## config.mk

```make
export PLATFORM = sky130hd
export DESIGN_NAME = mmf_spike_monitor
export DESIGN_NICKNAME = d
export VERILOG_FILES = /design/src/rtl/mmf_spike_monitor.sv
export SDC_FILE = /design/constraint.sdc
export NUM_CORES = 1
export LEC_CHECK = 0
export CAP_MARGIN = 40
export CORE_MARGIN = 3
export CORE_UTILIZATION = 45
export DETAILED_ROUTE_END_ITERATION = 10
export PLACE_DENSITY = 0.71
export SKIP_CTS_REPAIR_TIMING = 1
export SLEW_MARGIN = 5
export SYNTH_ARGS = -nofsm -noshare
export SYNTH_HDL_FRONTEND = slang
export SYNTH_SLANG_ARGS = --single-unit
```

## constraint.sdc

```tcl
create_clock -name clk -period 2.2 [get_ports clk]
set_clock_uncertainty 0.05 [all_clocks]
set_input_delay 0.33 -clock clk [delete_from_list [all_inputs] [get_ports clk]]
set_output_delay 0.33 -clock clk [all_outputs]
set_load 0.05 [all_outputs]
```

## src/rtl/mmf_spike_monitor.sv

```systemverilog
// Spike monitor for the mmf neuron core: hysteretic threshold detector, spike pulse,
// inter-spike interval measurement and windowed spike-rate reporting.
module mmf_spike_monitor #(
  parameter logic [7:0]  THRESH = 8'd200,
  parameter logic [7:0]  HYST   = 8'd20,
  parameter logic [15:0] WINDOW = 16'd1000
) (
  input  logic        clk,
  input  logic        reset,
  input  logic [7:0]  state,
  input  logic        clear,
  output logic        spike,
  output logic [7:0]  spike_count,
  output logic [7:0]  rate,
  output logic        rate_valid,
  output logic [15:0] isi,
  output logic        isi_valid
);

  // Re-arm level floors at zero when HYST exceeds THRESH (borrow out of the 9-bit subtract).
  localparam logic [8:0]  REARM_DIFF = {1'b0, THRESH} - {1'b0, HYST};
  localparam logic [7:0]  REARM      = REARM_DIFF[8] ? 8'd0 : REARM_DIFF[7:0];
  localparam logic [15:0] WLAST      = WINDOW - 16'd1;

  typedef enum logic {ARMED, FIRED} det_state_t;

  det_state_t  det_state;
  logic [15:0] wcnt;
  logic [15:0] icnt;
  logic        first;

  logic        detect;
  logic        wrap;
  logic [7:0]  count_next;
  logic [15:0] icnt_inc;

  always_comb begin
    detect     = 1'b0;
    wrap       = 1'b0;
    count_next = spike_count;
    icnt_inc   = icnt;
    detect     = !clear && (det_state == ARMED) && (state >= THRESH);
    wrap       = (wcnt == WLAST);
    if (detect && (spike_count != 8'hFF))
      count_next = spike_count + 8'd1;
    if (icnt != 16'hFFFF)
      icnt_inc = icnt + 16'd1;
  end

  always_ff @(posedge clk or posedge reset) begin
    if (reset) begin
      det_state   <= ARMED;
      wcnt        <= 16'd0;
      icnt        <= 16'd0;
      first       <= 1'b1;
      spike       <= 1'b0;
      spike_count <= 8'd0;
      rate        <= 8'd0;
      rate_valid  <= 1'b0;
      isi         <= 16'd0;
      isi_valid   <= 1'b0;
    end else if (clear) begin
      // rate and isi keep their last reported values across a clear.
      det_state   <= ARMED;
      wcnt        <= 16'd0;
      icnt        <= 16'd0;
      first       <= 1'b1;
      spike       <= 1'b0;
      spike_count <= 8'd0;
      rate_valid  <= 1'b0;
      isi_valid   <= 1'b0;
    end else begin
      spike <= detect;

      case (det_state)
        ARMED:   if (state >= THRESH) det_state <= FIRED;
        FIRED:   if (state < REARM)   det_state <= ARMED;
        default: det_state <= ARMED;
      endcase

      // A spike on the wrap edge is folded into the closing window's total.
      if (wrap) begin
        wcnt        <= 16'd0;
        rate        <= count_next;
        spike_count <= 8'd0;
        rate_valid  <= 1'b1;
      end else begin
        wcnt        <= wcnt + 16'd1;
        spike_count <= count_next;
        rate_valid  <= 1'b0;
      end

      isi_valid <= 1'b0;
      if (detect) begin
        icnt  <= 16'd0;
        first <= 1'b0;
        if (!first) begin
          isi       <= icnt_inc;
          isi_valid <= 1'b1;
        end
      end else begin
        icnt <= icnt_inc;
      end
    end
  end

endmodule

```

# Yosys cells after proc, flatten, opt, wreduce, memory -nomap -nowiden
# Index checks and enable logic that the tools add are counted.
[word_totals] ff_bits=69 input_bits=11 out_inout_bits=35
[classes] n_addsub=3 n_lt_le_gt_ge=2 n_eq_ne=3 n_mux=20 n_bitwise=3 reduce_logical=7
[op_table] op="$mux W16" n=5
[op_table] op="$add A16 B1 Y16 const B" n=2
[op_table] op="$mux W8" n=3
[op_table] op="$eq A16 B10 Y1 const B" n=1
[op_table] op="$ne A16 B16 Y1 const B" n=1
[op_table] op="$mux W1" n=11
[op_table] op="$add A8 B1 Y8 const B" n=1
[op_table] op="$ge A8 B8 Y1 const B" n=1
[op_table] op="$lt A8 B8 Y1 const B" n=1
[op_table] op="$ne A8 B8 Y1 const B" n=1
[op_table] op="$logic_and A1 B1 Y1" n=3
[op_table] op="$not A1 Y1" n=3
[op_table] op="$reduce_and A3 Y1" n=1
[op_table] op="$pmux W1 S2" n=1
[op_table] op="$reduce_and A2 Y1" n=1
[op_table] op="$reduce_bool A2 Y1" n=1
[op_table] op="$logic_not A1 Y1" n=1

# Logic depth before layout (Yosys ltp)
[depth] depth_word=7 mapped_depth=8

# Least setup slack after synthesis
# Ideal clock, no wire load.
[synth_path] path_type="register to register" start="register wcnt[12]" end="register spike_count[5]" arrival_ps=1793 slack_ps=226 stages_incl_launch_ff=7 n_path_buf=2 synth_period_minus_slack_ps=1974 path_cell_list="dfrtp_1 > or4_1 > or4_4 > nand2b_1 > buf_4 > buf_6 > a21oi_1"
[synth_between] elab_chain_len=3
[synth_rtl] element="start, declared" line="28" rtl="logic [15:0] wcnt;"
[synth_rtl] element="start signal, assigned" line="88" rtl="wcnt <= wcnt + 16'd1;"
[synth_rtl] element="$eq A16 B10 Y1" line="43" rtl="wrap = (wcnt == WLAST);"
[synth_rtl] element="$mux W8" line="82" rtl="if (wrap) begin"
[synth_rtl] element="$mux W8" line="62" rtl="end else if (clear) begin"
[synth_rtl] element="end signal, assigned" line="89" rtl="spike_count <= count_next;"
[synth_rtl] element="end, declared" line="13" rtl="output logic [7:0] spike_count,"
# No other way between the ends.
# A chain may end at the register's enable or synchronous reset.

# Worst setup path in the final report
[layout_path] start="register wcnt[12]" end="register rate[4]"
[layout_between] elab_chain_len=2
[layout_rtl] element="$eq A16 B10 Y1" line="43"
[layout_rtl] element="$reduce_and A2 Y1 (no source line)"
[layout_rtl] element="end signal, assigned" line="84" rtl="rate <= count_next;"
[layout_rtl] element="end, declared" line="14" rtl="output logic [7:0] rate,"
# No other way between the ends.

==> results.json <==
{
  "numCtsBuffers": 9,
  "postRouteWirelength_mm": 6.76,
  "syn-num-nets": 333,
  "critPathBufInv": 0,
  "synth_xor_xnor_area_share_pct": 4.35,
  "ys_async_sr_fraction_pct": 100,
  "drcViolationCount": 0,
  "max_stage_delay_ns": 0.56,
  "dieArea_um2": 8210,
  "first_pass_iters": 4,
  "ys_top_cells_by_area": "dfrtp_1 (53%), nor2_1 (4.5%), nand2_1 (3.1%), o21ai_0 (3.1%), mux2i_1 (2.5%)",
  "synth_adder_area_share_pct": 1.17,
  "yosys.area.top_type_share_pct": 52.8,
  "synth.largest_area_cell": "dfrtp_1",
  "clk_pin_slew_ns": 0.07,
  "dp_slack_ns": -0.0475,
  "die_h_um": 90.6,
  "crit_path_end_kind": "register",
  "avgViaCountPerCell": 5.44,
  "yosysWarnings": 0,
  "synth_top_family_by_area": "simple AND/OR/NAND/NOR gates",
  "num_vias": 2598,
  "crit_chain": "or4_1, or4_4, nor2_2, mux2i_1",
  "synth_edf_count": 0,
  "leakage_nw": 1.67,
  "antenna_found_initial": 0,
  "layout.nets": 392,
  "hpwl_mm": 4.84,
  "ctsLongestPathBuffers": 2,
  "cts-root-buf": "clkbuf_8",
  "min_path_type": "input pin to asynchronous set/reset pin",
  "diodes": 0,
  "fin_crit_ns": 2.05,
  "grt_max_degree": 33,
  "worstSetupStartpointType": "register",
  "syn_area_um2": 3220,
  "die_width_um": 90.6,
  "dr.first_iter.drc_count": 105,
  "grt_usage_pct": 18.5,
  "syn_to_final_growth_pct": 25.4,
  "ys_seq_area_share_pct": 53.7,
  "power_density_nw_per_um2": 702,
  "clock_latency_ns": 0.34,
  "synth_compound_area_share_pct": 11.2,
  "rows": 30,
  "timing.slew.headroom_pct": 66.2,
  "setup_viol": 0,
  "grt_first_pass_wirelength_mm": 12.3,
  "first_global_vias": 2709,
  "synth.area.mux_share_pct": 2.49,
  "final-hold-violation-count": 0,
  "ys_types": 47,
  "cp.arrival_ns": 2.26,
  "worst_ir_drop_vdd_mv": 0.476,
  "critPathMaxFanout": 4,
  "port-buffer-count": 43,
  "htree_levels": 3,
  "start_util_pct": 46.9,
  "numClockSinks": 69,
  "core_um2": 6870,
  "avgSynthCellArea_um2": 10.1,
  "drv_slew": 0,
  "gp_congestion": 0.805,
  "drive_gt1_share_pct": 11.0,
  "rsz0062_at_grt": "no",
  "grt-ovfl-total": 0,
  "max_freq_ghz": 0.488,
  "power_mw": 2.83,
  "netlist_instances": 319,
  "status": "completed",
  "path_class": "register to register",
  "ys_seq_elements": 69,
  "ant_nets": 0,
  "pin_count": 46,
  "cts_tree": "yes",
  "worst_pin_slew_ns": 0.505,
  "period_share_pct": 93.2,
  "crit_family": "simple AND/OR/NAND/NOR gates",
  "worst_slack_ns": 0.150,
  "cp_slowest_cell": "or4_1",
  "ys.flop_type": "dfrtp_1",
  "crit_required_ns": 2.41,
  "drv_cap": 0,
  "wl_per_cell_um": 14.1,
  "synthSimpleGateAreaFrac_pct": 24.2
}
[placed cells by master (no fill, tap or decap), types with 5 or more instances in the layout]
master           netlist  layout
a21oi_1               13      13
a31oi_1               10      10
and3_1                 5       5
buf_4                  2      13
clkbuf_8               0      11
clkdlybuf4s50_1        0      43
dfrtp_1               68      68
inv_1                  7       6
mux2i_1                8       8
nand2_1               27      27
nand3_1               12      12
nand4_1                9       9
nor2_1                39      39
nor3_1                 9       9
nor4_1                 9       9
o21ai_0               20      20
o31ai_1                6       6
or3_1                 11      11
or4_1                  6       6
xnor2_1                8       8
xor2_1                 8       8
[sequential cells by signal, summed over array words and instances (netlist names)]
register	cells
isi	16
isi_valid	1
det_state	1
wcnt	16
spike	1
icnt	16
first	1
rate	8
rate_valid	1
spike_count	8
[synth_stat cells, types with 2 or more instances]
master,count
buf_6,2
nand4_1,9
buf_2,2
o21ai_0,20
o21ba_2,2
nor3_1,9
nand2b_1,4
and3_1,5
and4_1,2
xnor2_1,8
or2_2,2
xor2_1,8
nor2_1,39
a21oi_1,13
ha_1,3
mux2i_1,8
nand2_1,27
buf_4,2
o31ai_1,6
inv_1,7
or3_1,11
a31oi_1,10
or4_1,6
nand3_1,12
a211oi_1,2
nor4_1,9
dfrtp_1,68
clkbuf_1,4
[kinds of logic (layout without fill, tap and decap cells)]
logic type      after synthesis  in the layout
mux                           8              8
compound gates               59             59
flops                        69             69
simple gates                146            146
buf+inv                      18             81
fa+ha+maj                     3              3
xor+xnor                     16             16
[cell type report]
type,instances,area [um2]
clock inverters,3,21.3
repair buffers,59,588
inverters,7,26.3
well taps,96,120
fillers,616,2830
flip-flops and latches,69,1730
clock buffers,12,155
multi-input cells,232,1400
[metal layers]
layer  track usage (%)  part of all wire, %  up-vias
met1              21.1                   43     1255
met3              6.42                  4.1        8
met2              31.9                   51       56
met5                 0                    0        -
li1                  -                    -     1279
met4              6.63                  1.2        0
[where the power goes]
part / switching, mW / total (mW) / internal [mW]
sequential: 0.0432 / 1.38 / 1.34
clock: 0.460 / 0.925 / 0.465
combinational: 0.345 / 0.524 / 0.179
total: 0.848 / 2.83 / 1.99
[stage by stage]
stage	TNS (ns)	hold slack (ns)	instances	util [%]	instance area (um2)
floorplan	0	0.372	319	-	3220
global placement	-0.183	0.390	463	56.2	3860
detailed placement	-0.208	0.393	463	56.2	3860
CTS	0	0.271	478	58.8	4040
global route	0	0.297	478	58.8	4040
finish	0	0.271	478	58.8	4040
[worst paths after layout]
check	startpoint	end	slack (ns)	cells after the start
hold / removal	reset	icnt[15]	0.27	2
max in group asynchronous	reset	rate[3]	1.30	3
hold reg to reg	wcnt[0]	wcnt[0]	0.40	1
min in group clk	wcnt[0]	wcnt[0]	0.40	1
setup / recovery	wcnt[12]	rate[4]	0.15	4
setup reg to reg	wcnt[12]	rate[4]	0.15	4
Note: power is estimated with default switching activity, not from simulation.
